===== src/rtl/booth8_sequencer_if.sv =====
// Host/datapath-facing bundle of the radix-8 Booth sequencer: Start and the Booth window in,
// register enables, mux controls, Busy and the Done pulse out.
interface booth8_sequencer_if;
   logic       Start;
   logic [3:0] Q_Bits;
   logic       A_En;
   logic       B_En;
   logic       C_En;
   logic       Load;
   logic       Pre3M;
   logic [2:0] Mult_Sel;
   logic       Mult_Neg;
   logic       Shift;
   logic       Busy;
   logic       Done;

   modport master (
      output Start, Q_Bits,
      input  A_En, B_En, C_En, Load, Pre3M, Mult_Sel, Mult_Neg, Shift, Busy, Done
   );

   modport slave (
      input  Start, Q_Bits,
      output A_En, B_En, C_En, Load, Pre3M, Mult_Sel, Mult_Neg, Shift, Busy, Done
   );
endinterface


===== src/rtl/booth8_sequencer.sv =====
// Radix-8 Booth control FSM: fixed latency, Done in cycle k+3+2*ITER after Start sampled at edge k.
// No backpressure; Start is only looked at in IDLE and is dropped otherwise.
module booth8_sequencer #(
   parameter int N = 8
) (
   input  logic                Clock,
   input  logic                Reset_n,
   booth8_sequencer_if.slave   bus
);
   localparam int ITER = (N + 3) / 3;
   localparam int CW   = $clog2(ITER + 1);

   typedef enum logic [2:0] {
      IDLE  = 3'd0,
      LOAD  = 3'd1,
      PRE   = 3'd2,
      ADD   = 3'd3,
      SHIFT = 3'd4,
      DONE  = 3'd5
   } state_t;

   state_t        state;
   logic [CW-1:0] cnt;

   // Returns {neg, sel}; the all-ones window maps to +0 so negative zero never appears.
   function automatic logic [3:0] recode(input logic [3:0] q);
      case (q)
         4'b0001, 4'b0010: return {1'b0, 3'd1};
         4'b0011, 4'b0100: return {1'b0, 3'd2};
         4'b0101, 4'b0110: return {1'b0, 3'd3};
         4'b0111:          return {1'b0, 3'd4};
         4'b1000:          return {1'b1, 3'd4};
         4'b1001, 4'b1010: return {1'b1, 3'd3};
         4'b1011, 4'b1100: return {1'b1, 3'd2};
         4'b1101, 4'b1110: return {1'b1, 3'd1};
         default:          return {1'b0, 3'd0};
      endcase
   endfunction

   always_ff @(posedge Clock) begin
      if (!Reset_n) begin
         state        <= IDLE;
         cnt          <= '0;
         bus.A_En     <= 1'b0;
         bus.B_En     <= 1'b0;
         bus.C_En     <= 1'b0;
         bus.Load     <= 1'b0;
         bus.Pre3M    <= 1'b0;
         bus.Mult_Sel <= 3'd0;
         bus.Mult_Neg <= 1'b0;
         bus.Shift    <= 1'b0;
         bus.Busy     <= 1'b0;
         bus.Done     <= 1'b0;
      end else begin
         // Outputs are decoded from the state being entered, so they line up with it.
         bus.A_En     <= 1'b0;
         bus.B_En     <= 1'b0;
         bus.C_En     <= 1'b0;
         bus.Load     <= 1'b0;
         bus.Pre3M    <= 1'b0;
         bus.Mult_Sel <= 3'd0;
         bus.Mult_Neg <= 1'b0;
         bus.Shift    <= 1'b0;
         bus.Busy     <= 1'b0;
         bus.Done     <= 1'b0;
         case (state)
            IDLE: begin
               if (bus.Start) begin
                  state    <= LOAD;
                  bus.Load <= 1'b1;
                  bus.A_En <= 1'b1;
                  bus.B_En <= 1'b1;
                  bus.Busy <= 1'b1;
               end
            end
            LOAD: begin
               state     <= PRE;
               cnt       <= CW'(ITER);
               bus.Pre3M <= 1'b1;
               bus.C_En  <= 1'b1;
               bus.Busy  <= 1'b1;
            end
            PRE: begin
               state    <= ADD;
               bus.A_En <= 1'b1;
               bus.Busy <= 1'b1;
               {bus.Mult_Neg, bus.Mult_Sel} <= recode(bus.Q_Bits);
            end
            ADD: begin
               state     <= SHIFT;
               bus.Shift <= 1'b1;
               bus.A_En  <= 1'b1;
               bus.B_En  <= 1'b1;
               bus.Busy  <= 1'b1;
            end
            SHIFT: begin
               cnt      <= (cnt == '0) ? '0 : cnt - 1'b1;
               bus.Busy <= 1'b1;
               // Treating a zero count like the last pass keeps the loop from ever wrapping.
               if (cnt <= CW'(1)) begin
                  state    <= DONE;
                  bus.Done <= 1'b1;
               end else begin
                  state    <= ADD;
                  bus.A_En <= 1'b1;
                  {bus.Mult_Neg, bus.Mult_Sel} <= recode(bus.Q_Bits);
               end
            end
            DONE: begin
               state <= IDLE;
            end
            default: begin
               state <= IDLE;
               cnt   <= '0;
            end
         endcase
      end
   end
endmodule

===== src/flat_wrapper.sv =====
// flat-port wrapper written by rule: the top's interface ports become plain ports
module booth8_sequencer_flat 
#(
   parameter int N = 8
)
  (Clock, Reset_n, bus_Start, bus_Q_Bits, bus_A_En, bus_B_En, bus_C_En, bus_Load, bus_Pre3M, bus_Mult_Sel, bus_Mult_Neg, bus_Shift, bus_Busy, bus_Done);
  booth8_sequencer_if bus_i ();
  input  logic Clock;
  input  logic Reset_n;
  input wire logic [$bits(bus_i.Start)-1:0] bus_Start;
  input wire logic [$bits(bus_i.Q_Bits)-1:0] bus_Q_Bits;
  output wire logic [$bits(bus_i.A_En)-1:0] bus_A_En;
  output wire logic [$bits(bus_i.B_En)-1:0] bus_B_En;
  output wire logic [$bits(bus_i.C_En)-1:0] bus_C_En;
  output wire logic [$bits(bus_i.Load)-1:0] bus_Load;
  output wire logic [$bits(bus_i.Pre3M)-1:0] bus_Pre3M;
  output wire logic [$bits(bus_i.Mult_Sel)-1:0] bus_Mult_Sel;
  output wire logic [$bits(bus_i.Mult_Neg)-1:0] bus_Mult_Neg;
  output wire logic [$bits(bus_i.Shift)-1:0] bus_Shift;
  output wire logic [$bits(bus_i.Busy)-1:0] bus_Busy;
  output wire logic [$bits(bus_i.Done)-1:0] bus_Done;
  assign bus_i.Start = bus_Start;
  assign bus_i.Q_Bits = bus_Q_Bits;
  assign bus_A_En = bus_i.A_En;
  assign bus_B_En = bus_i.B_En;
  assign bus_C_En = bus_i.C_En;
  assign bus_Load = bus_i.Load;
  assign bus_Pre3M = bus_i.Pre3M;
  assign bus_Mult_Sel = bus_i.Mult_Sel;
  assign bus_Mult_Neg = bus_i.Mult_Neg;
  assign bus_Shift = bus_i.Shift;
  assign bus_Busy = bus_i.Busy;
  assign bus_Done = bus_i.Done;
  booth8_sequencer #(.N(N)) u_core (.Clock(Clock), .Reset_n(Reset_n), .bus(bus_i));
endmodule

===== config.mk =====
export PLATFORM = sky130hd
export DESIGN_NAME = booth8_sequencer_flat
export DESIGN_NICKNAME = d
export VERILOG_FILES = /design/src/rtl/booth8_sequencer_if.sv /design/src/rtl/booth8_sequencer.sv /design/src/flat_wrapper.sv
export SDC_FILE = /design/constraint.sdc
export NUM_CORES = 1
export LEC_CHECK = 0
export BUFFER_PORTS_ARGS = -buffer_cell sky130_fd_sc_hd__clkbuf_2
export CAP_MARGIN = 20
export CORE_UTILIZATION = 44
export DETAILED_ROUTE_END_ITERATION = 8
export MAX_ROUTING_LAYER = met4
export PLACE_DENSITY_LB_ADDON = 0.12
export RECOVER_POWER = 50
export SYNTH_ARGS = -nofsm -noshare
export SYNTH_HDL_FRONTEND = slang
export SYNTH_SLANG_ARGS = --single-unit

===== constraint.sdc =====
create_clock -name Clock -period 0.9 [get_ports Clock]
set_input_delay 0.135 -clock Clock [delete_from_list [all_inputs] [get_ports Clock]]
set_output_delay 0.135 -clock Clock [all_outputs]
set_load 0.01 [all_outputs]

# Word-level counts from Yosys, hierarchy flattened

Memory sizes are Yosys's and may differ from the RTL's.
Index checks and enable logic that the tools add are counted.
Widths: inputs -> output; s select.

Add/sub/neg operators: 1
Order comparisons: 1
Eq/ne operators: 6
Muxes and demuxes: 17
Reduce and logical (&&, ||, !) cells: 7

Operators by type and width:

| kind                | number |
|---|---|
| $pmux 3 s5          | 1 |
| $mux 3              | 3 |
| $reduce_or 4->1     | 2 |
| $eq 3x2->1 const B  | 2 |
| $eq 3x3->1 const B  | 2 |
| $mux 1              | 6 |
| $pmux 1 s2          | 3 |
| $pmux 2 s3          | 1 |
| $pmux 3 s2          | 1 |
| $reduce_and 2->1    | 2 |
| $eq 3x1->1 const B  | 1 |
| $logic_not 3->1     | 1 |
| $pmux 1 s3          | 1 |
| $le 2x1->1 const B  | 1 |
| $logic_not 2->1     | 1 |
| $mux 2              | 1 |
| $ne 2x2->1 const B  | 1 |
| $reduce_or 2->1     | 1 |
| $sub 2x1->2 const B | 1 |

Register bits after elaboration: 16
ROM bits: 128
Bits of input ports: 7
Output and inout port bits: 12
Memories: 2

Memories:

| name             | words | bits a word | read ports | clocked after memory_dff | write ports | line                   | source |
|---|---|---|---|---|---|---|---|
| (name not given) | 16    | 4           | 1          | 0                        | 0           | booth8_sequencer.sv:27 | `case (q)` |
| (name not given) | 16    | 4           | 1          | 0                        | 0           | booth8_sequencer.sv:27 |  |

# Logic depth before layout (Yosys ltp)

Gate-level depths: netlist of run 1.

Depth after elaboration: 3
Gate-level depth with buffers: 5
Gate-level depth less buffers: 5

# Least setup slack after synthesis of run 1

No wires, ideal clock.

Kind: register to register
From: register u_core.state[1]
To: register u_core.bus.A_En
Library setup time: 0.115 ns
Arrival time: 0.850 ns
Required time: 0.785 ns
Path slack: -0.064 ns
Stages on the path, launching flop included: 5
Path buffers: 1
Cells stage by stage: dfxtp_1 buf_6 nor2_2 and3_1 o21a_1

Longest elaborated chain between the ends: 3
Elaborated cells between the ends (all ways): 6

Ends and longest elaborated chain:

| item                             | line                      | source |
|---|---|---|
| start, declared                  | booth8_sequencer.sv:22    | `state_t state;` |
| start signal, assigned           | booth8_sequencer.sv:42    | `state <= IDLE;` |
| start signal, assigned           | booth8_sequencer.sv:69    | `state <= LOAD;` |
| start signal, assigned           | booth8_sequencer.sv:77    | `state <= PRE;` |
| $eq 3x2->1                       | booth8_sequencer.sv:66    | `case (state)` |
| $reduce_or 2->1 (no source line) | n/a                       |  |
| $pmux 1 s3 *                     | booth8_sequencer.sv:66    |  |
| end signal, assigned             | booth8_sequencer.sv:71    | `bus.A_En <= 1'b1;` |
| end signal, assigned             | booth8_sequencer.sv:85    | `bus.A_En <= 1'b1;` |
| end signal, assigned             | booth8_sequencer.sv:92    | `bus.A_En <= 1'b1;` |
| end, declared                    | booth8_sequencer_if.sv:24 | `output A_En, B_En, C_En, Load, Pre3M, Mult_Sel, Mult_Neg, Shift, Busy, Done` |

Mark *: on every way between the ends. The rest lies on a longest branch, timed or not.
A chain may end at the register's enable or synchronous reset.

# Final worst setup path of run 1

From: register u_core.state[1]
To: register u_core.bus.Mult_Neg

Longest elaborated chain between the ends: 2
Elaborated cells between the ends (all ways): 3

Ends and longest elaborated chain:

| item                                     | line                      | source |
|---|---|---|
| $eq 3x3->1 or $eq 3x2->1 (tied branches) | booth8_sequencer.sv:66    |  |
| $pmux 1 s2 *                             | booth8_sequencer.sv:66    |  |
| end signal, assigned                     | booth8_sequencer.sv:87    | `{bus.Mult_Neg, bus.Mult_Sel} <= recode(bus.Q_Bits);` |
| end signal, assigned                     | booth8_sequencer.sv:106   | `{bus.Mult_Neg, bus.Mult_Sel} <= recode(bus.Q_Bits);` |
| end, declared                            | booth8_sequencer_if.sv:24 |  |

Marks and branches as above.

==> flow_results.org, run 1 <==
** Global routing
- Global-route wire length before repair :: 2346 µm
- Entering global routing, the biggest net connects 10 pins.
- Vias in the first global route :: 570
- Number of antenna violations at the first check in global routing :: 0
- Remaining Overflow, GRT :: 0
- All-Layer GR Usage :: 0.1868

** Timing
- For the final database, setup skew stands at 0.009350 ns.
- Setup violations remaining at the end of the flow were counted as 13.
- Fmax :: 1.041 GHz
- Headroom to the max-slew limit came out at 0.8736.
- Setup repair after global routing could not meet its margin everywhere.
- The final count of pins violating max slew is 0.
- Tmin final :: 0.9610 ns
- After layout, the worst setup slack is -0.06101 ns.
- Hold is met by 0.1493 ns.
- In the finished design, the share of the clock period the worst path needs comes to 1.068.
- The final hold violation count is 0.
- At the pin with the least slew margin, the transition time is 0.1885 ns.

** Synth
- Dividing the synthesized area by the synthesized cell count gives 9.107 µm².
- Post-Syn Instances :: 79
- In this run, distinct cell masters in the synthesized netlist total 22.
- Syn_nets :: 90
- Synth Cell Area :: 719.4 µm²
- After synthesis, the cell types taking the most area are sky130_fd_sc_hd__dfxtp_1 (45%), sky130_fd_sc_hd__ha_1 (7.0%), sky130_fd_sc_hd__nand2b_1 (5.2%), sky130_fd_sc_hd__o21a_1 (5.2%), sky130_fd_sc_hd__a21oi_1 (4.9%).
- After synthesis the netlist holds a flip-flop and latch count of 16.
- The largest total area in the synthesized netlist belongs to sky130_fd_sc_hd__dfxtp_1.
- The share of the Yosys chip area taken by registers is 0.4452.
- Yosys top cell area share :: 0.4452
- Yosys printed 0 warnings.

** Setup path
- Critical path launch point type :: register
- Kind of end point of the critical path :: register
- In this run the worst path has a maximum fanout of 7.
- Series of cell instances along the critical path :: nand3b_1 -> a21oi_2 -> and3_1
- CP peak stage delay :: 0.38 ns
- The critical path contains buffers and inverters numbering 0 combined.
- Critical path data arrival time :: 1.19 ns
- Worst Path Class, Setup :: reg -> reg
- The largest individual stage delay along the critical path comes from the cell sky130_fd_sc_hd__dfxtp_4.
- Data required time at the worst endpoint :: 1.13 ns
- Family with the most delay on the worst path :: flip-flops

** Routing
- Starting DRT DRC Count :: 1
- Summing over every cut layer, the via total after detailed routing is 629.
- Top routing layer in use :: met4
- Wirelength per Cell :: 11.74 µm
- Post-detailed-route DRC marker count :: 0
- For this run, the detailed router's first-pass iteration total came to 3.
- Met1 Routed Length :: 662 µm
- The final layout contains routed wiring with a total length of 1468 µm.
- Using the TritonRoute via totals, the vias-per-cell ratio works out to 5.032.
- Once detail routing completed, the nets flagged for antenna violations numbered 0.
- Summed over all nets, wire length on met3 after detailed routing comes to 53 µm.
- Detailed routing placed a total of 733 µm of wire on met2.

** Die
- Measured along the y axis, the die boundary spans 42.44 µm.
- Area of the core :: 0.001524 mm²
- Number of core rows :: 14
- Die extent in x :: 42.44 µm
- Die area :: 0.001801 mm²
- The initial utilization of the core area, before any placement, comes to 0.4721.
- Number of placed I/O pins :: 19

** Clock network
- CTS built an H-tree with a depth of 1.
- Clk sinks :: 16
- No sink is reached through more buffers than the 2 on the longest clock path.
- The root buffer cell chosen for the clock tree is sky130_fd_sc_hd__clkbuf_4.
- TritonCTS built the clock tree.
- Hold buffer count at cts :: 0
- After clock tree synthesis, the clock-pin slew on the worst setup and hold paths is 0.09 ns.
- The later pin in the worst-skew pair is clocked with a latency of 0.29 ns.
- Clock tree synthesis inserted a total of 3 buffers.

** Placement
- At the placement stage, the worst setup path has a slack of -0.2781 ns.
- At the end of routability-driven placement, the weighted congestion stood at 0.8026.
- # port buffers :: 18
- Once detailed placement completed, the half-perimeter wirelength came to 949.2 µm.
- Placed Cells incl. Taps :: 119

** Layout
- Area grow syn2layout :: 52.87%
- 0 antenna diodes ended up in the layout.
- Total number of nets in the final design :: 121
- The finished layout holds 125 standard cells, fillers aside.
- In the layout the commonest cells are sky130_fd_sc_hd__clkbuf_2 (13), sky130_fd_sc_hd__buf_6 (9), sky130_fd_sc_hd__dfxtp_1 (9), sky130_fd_sc_hd__a21oi_2 (7), sky130_fd_sc_hd__buf_4 (7).
- Leaving out fill and tap cells, the most frequent cell in the layout is sky130_fd_sc_hd__clkbuf_2.
- Share of the core filled with cells in the final layout :: 0.7217
- Fraction of final layout cells sized beyond drive strength 1 :: 0.5963

** Flow run
- The tool flagged a number of max-cap violations equal to 0.

** Run status
- The run finished, with violations left.
- The checks that failed: negative setup slack.

** Pwr
- Power density normalized to cell area :: 1492 mW/mm²
- For this design the static power due to leakage is 0.4774 nW.
- Highest ir drop seen on vdd :: 0.9691 mV

** Hold path
- In this run the worst hold path is classified as in -> reg.
-- state kept, by name, summed over array words and instances (netlist names) --
| name | cells |
|---|---|
| u_core.bus.A_En | 1 |
| u_core.cnt | 2 |
| u_core.bus.C_En | 1 |
| u_core.bus.Mult_Neg | 1 |
| u_core.bus.Shift | 1 |
| u_core.bus.Mult_Sel | 3 |
| u_core.bus.B_En | 1 |
| u_core.state | 3 |
| u_core.bus.Busy | 1 |
| u_core.bus.Done | 1 |
| u_core.bus.Load | 1 |
-- area by class of cell --
cell class,instances,area [µm²]
Clock buffer,4,36.28
Multi-Input combinational cell,52,439.2
Sequential cell,16,336.6
Fill cell,128,424.2
Inverter,7,43.79
Timing Repair Buffer,30,224.0
Tap cell,16,20.02
-- cell usage after synthesis (all sizes together) --
library cell / number
dfxtp: 16
a21oi: 8
nor2: 8
inv: 7
nand2b: 6
nand2: 5
o21a: 5
and3: 4
buf: 4
ha: 4
nand3b: 3
and2: 2
nor3: 2
a211oi: 1
a21o: 1
mux4: 1
nand4bb: 1
o21ai: 1
-- through the flow --
| step | TNS (ns) | power (mW) | cell area (µm²) |
|---|---|---|---|
| 6_report | -0.4795 | 1.641 | 1100 |
| 5_1_grt | -1.181 | 1.745 | 1100 |
| 4_1_cts | -0.3648 | 1.614 | 1023 |
| 3_5_place_dp | -1.293 | 1.095 | 912.1 |
| 3_3_place_gp | -1.273 | 1.090 | 912.1 |
| 2_1_floorplan | -0.09862 | 0.9785 | 758.2 |
-- power breakdown --
part / internal (mW) / switching, mW / total (mW) / leakage [nW]
sequential: 0.756 / 0.0407 / 0.797 / 0.135
clock: 0.246 / 0.218 / 0.464 / 0.0210
combinational: 0.208 / 0.172 / 0.380 / 0.322
-- final timing paths --
| path | start | to | slack, ns | cells past startpoint |
|---|---|---|---|---|
| worst max-delay path | u_core.state[1] | u_core.bus.Mult_Neg | -0.06 | 3 |
| worst min-delay path | bus_Q_Bits[3] | u_core.bus.Mult_Neg | 0.15 | 2 |
| worst max register to register | u_core.state[1] | u_core.bus.Mult_Neg | -0.06 | 3 |
| worst min register to register | u_core.state[1] | u_core.state[0] | 0.50 | 1 |
-- cell families after synthesis --
kind of cell / Yosys count / synth area share
buf+inv: 11 / 0.07653
flops: 16 / 0.4452
fa+ha+maj: 4 / 0.06957
mux: 1 / 0.03130
simple gates: 31 / 0.2365
compound gates: 16 / 0.1409
-- routing by layer --
layer  GRT usage  vias up
li1            -      323
met1      0.1973      289
met2      0.2985       15
met3     0.07759        2
met4     0.09375        0
met5           -        -
-- repair_timing --
item | CTS | global route
resized for setup | 17 | 23
setup buffers | 2 | 0
endpoints found under the hold margin | 0 | 0
pin swaps | 5 | 5
endpoints found under the setup margin | 15 | 21
Note: power is estimated with default switching activity, not from simulation.
==> inputs of run 2 (changes only) <==
--- a/config.mk
+++ b/config.mk
@@ -9,9 +9,11 @@
 export CAP_MARGIN = 20
 export CORE_UTILIZATION = 44
 export DETAILED_ROUTE_END_ITERATION = 8
+export GPL_TIMING_DRIVEN = 0
 export MAX_ROUTING_LAYER = met4
 export PLACE_DENSITY_LB_ADDON = 0.12
 export RECOVER_POWER = 50
 export SYNTH_ARGS = -nofsm -noshare
 export SYNTH_HDL_FRONTEND = slang
 export SYNTH_SLANG_ARGS = --single-unit
+export TNS_END_PERCENT = 20
==> run 2 against run 1 <==
Net effect: the flow still finishes with violations (negative setup slack); clock-buffer cell count did not move; sequential cell count did not move; via count fell by 2.4%; first-iteration DRC count grew to 16 times the previous value; critical path depth up 1; core utilization is 6.2 points lower; worst setup slack lost 0.068 ns.
==> flow_results.org, run 2 (synthesis results as in run 1) <==
** Setup path
- Series of cell instances along the critical path :: buf_6 -> nand3b_1 -> a21oi_2 -> and3_1 (was nand3b_1 -> a21oi_2 -> and3_1)
- Critical path launch point type :: register (unchanged)
- CP Max Fanout :: 4 (was 7)
- The arrival time at the worst endpoint came to 1.26 ns (was 1.19 ns).
- The data required time of the worst path was 1.13 ns (about the same).
- Slowest cell on crit path :: sky130_fd_sc_hd__dfxtp_2 (was sky130_fd_sc_hd__dfxtp_4)
- The largest incremental delay on the critical path came to 0.34 ns (was 0.38 ns).
- Worst Path Class, Setup :: reg -> reg (unchanged)
- Launch point of the critical path :: u_core.state[1] (unchanged)
- The worst reg2reg path depth was 4 (was 3).
- Reg-to-reg startpoint :: u_core.state[1] (unchanged)
- The nature of the critical path endpoint is a register (unchanged).

** Layout
- The area overhead of the layout relative to synthesis came to 39.83% (was 52.87%).
- Fraction of final layout cells sized beyond drive strength 1 :: 0.4953 (was 0.5963)
- Count of placed standard cells in the final layout, fillers left out :: 123 (was 125)
- The commonest non-fill, non-tap cell in the layout is sky130_fd_sc_hd__clkbuf_2 (unchanged).
- Largest regs :: u_core.bus.Mult_Sel x3, u_core.state x3, u_core.cnt x2 (unchanged)
- Leading cell types in the layout, fill and taps excluded: sky130_fd_sc_hd__clkbuf_2 (16), sky130_fd_sc_hd__dfxtp_1 (10), sky130_fd_sc_hd__nor2_1 (6), sky130_fd_sc_hd__dfxtp_2 (6) (was sky130_fd_sc_hd__clkbuf_2 (13), sky130_fd_sc_hd__buf_6 (9), sky130_fd_sc_hd__dfxtp_1 (9), sky130_fd_sc_hd__a21oi_2 (7), sky130_fd_sc_hd__buf_4 (7)).
- The net count of the finished layout came to 119 (was 121).
- Cell area after layout :: 0.001006 mm² (was 0.001100 mm²)
- Diode count :: 0 (unchanged)

** Timing
- The relative slew slack was 0.8418 (was 0.8736).
- The transition time of the tightest slew-check pin was 0.2373 ns (was 0.1885 ns).
- Worst setup skew after layout :: 0.01291 ns (was 0.009350 ns)
- The final hold violation count was 0 (unchanged).
- Hold Worst Slack :: 0.1300 ns (was 0.1493 ns)
- RSZ-0062 raised after global routing :: true (unchanged)
- Total Negative Setup Slacks :: -0.9147 ns (was -0.4795 ns)
- Fmax :: 0.9717 GHz (was 1.041 GHz)
- Final worst setup slack :: -0.1291 ns (was -0.06101 ns)
- The portion of the clock cycle consumed by the worst path in the final layout was 1.143 (was 1.068).
- The final number of setup-violating endpoints came to 14 (was 13).
- The final count of pins violating max slew was 0 (unchanged).
- The minimum clock period after layout is 1.029 ns (was 0.9610 ns).

** Die
- The initial core utilization is 0.4721 (unchanged).
- The width of the die came to 42.44 µm (unchanged).
- Number of placed I/O pins :: 19 (unchanged)
- The height of the die was 42.44 µm (unchanged).
- The core box area was 0.001524 mm² (unchanged).
- The die area came to 0.001801 mm² (unchanged).
- Number of core rows :: 14 (unchanged)

** Placement
- The area after detailed placement came to 853.3 µm² (was 912.1 µm²).
- # port buffers :: 18 (unchanged)
- Half-perimeter wire length of the detailed placement result :: 870.6 µm (was 949.2 µm)
- The number of placed instances with taps included was 113 (was 119).
- The global placement routability congestion is 0.7582 (was 0.8026).

** Global routing
- All-Layer GR Usage :: 0.1558 (was 0.1868)
- Number of antenna violations at the first check in global routing :: 0 (unchanged)
- The total global routing overflow is 0 (unchanged).
- Largest net degree at the start of global routing :: 11 (was 10)
- The via count of the first global-routing pass came to 489 (was 570).
- Global-route wire length before repair :: 2028 µm (was 2346 µm)

** Run status
- Result of the run :: complete, but fails checks (unchanged)
- Failing checks :: negative setup slack (unchanged)

** Clock network
- The CTS tree was built (unchanged).
- The worst-case clock buffer depth came to 2 (unchanged).
- Clk sinks :: 16 (unchanged)
- Hold buffer count at cts :: 0 (unchanged)
- Skew-Pair Late Insertion Delay :: 0.29 ns (about the same)
- The number of buffers added by the clock tree synthesis step was 3 (unchanged).
- The clock transition at the register clock pins on the worst setup and hold paths after CTS came to 0.10 ns (was 0.09 ns).
- Buffer type at the clock tree root :: sky130_fd_sc_hd__clkbuf_4 (unchanged)
- Number of levels the H-tree was split into :: 1 (unchanged)

** Routing
- Wirelength per Cell :: 11.12 µm (was 11.74 µm)
- Post-detailed-route DRC marker count :: 0 (unchanged)
- The first-pass iteration count of the detailed router is 4 (was 3).
- The via count was 614 (was 629).
- Sum of routed wire length over all layers :: 1368 µm (was 1468 µm)
- The number of DRC violations after detailed-routing iteration 0 came to 16 (was 1).
- Post-detailed-route count of antenna-violating nets :: 0 (unchanged)
- The detail-routed via count per cell came to 4.992 (was 5.032).

** Pwr
- The total power divided by cell area was 1590 mW/mm² (was 1492 mW/mm²).
- The maximum vdd ir drop came to 0.9950 mV (was 0.9691 mV).
- LEAKAGE :: 0.4638 nW (was 0.4774 nW)

** Flow run
- The number of max-cap violations was 0 (unchanged).

** Hold path
- Hold_sp :: bus_Start (was bus_Q_Bits[3])
- HP Class :: in -> reg (unchanged)
- The number of cells on the worst hold path came to 3 (was 2).
## run 2: what timing repair did
item                                    CTS  global route
hold endpoints to repair                  0             0
pin swaps                                 2             6
endpoints found under the setup margin   17            20
buffers inserted                          3             2
gates resized for setup                   5            16
gates cloned                              0             1
## run 2: per-stage QoR
step	worst slack, ns	power (mW)	util
finish	-0.1291	1.600	0.6601
global route	-0.1609	1.683	0.6601
CTS	-0.1442	1.566	0.6133
detailed placement	-0.2070	1.056	0.5599
global placement	-0.1933	1.051	0.5599
floorplan	-0.02499	0.9745	-
## run 2: path summary, 6_finish.rpt
path / to / slack [ns]
setup / recovery: u_core.bus.Mult_Neg / -0.13
hold reg to reg: u_core.cnt[0] / 0.64
hold / removal: u_core.bus.Load / 0.13
setup reg to reg: u_core.bus.Mult_Neg / -0.13
## run 2: metal layers
layer | global-route usage | vias up | share of wire
met3 | 0.06466 | 2 | 0.050
met2 | 0.2400 | 16 | 0.49
met1 | 0.1818 | 281 | 0.45
met5 | - | - | 0
li1 | - | 315 | -
met4 | 0.05625 | 0 | 0.0095
## run 2: cell type report
cell class | count | area [µm²]
timing repair buffer | 24 | 138.9
sequential | 16 | 327.8
inverter | 7 | 31.28
tap | 16 | 20.02
clock buffer | 4 | 36.28
multi-input combinational | 52 | 414.1
buffer | 4 | 37.54
fill | 137 | 518.0
## run 2: critical path: cells and delay by family (launching register included)
kind / cells / cell delay (ns)
buffers and inverters: 1 / 0.12
AND/OR/NAND/NOR: 2 / 0.34
flip-flops: 1 / 0.34
AO/OA/AOI/OAI: 1 / 0.16
## run 2: power breakdown
part           leakage (nW)  internal [mW]  total (mW)  switching (mW)
Combinational         0.309          0.176       0.341           0.165
Clock                0.0210          0.246       0.475           0.229
Sequential            0.133          0.759       0.784          0.0251
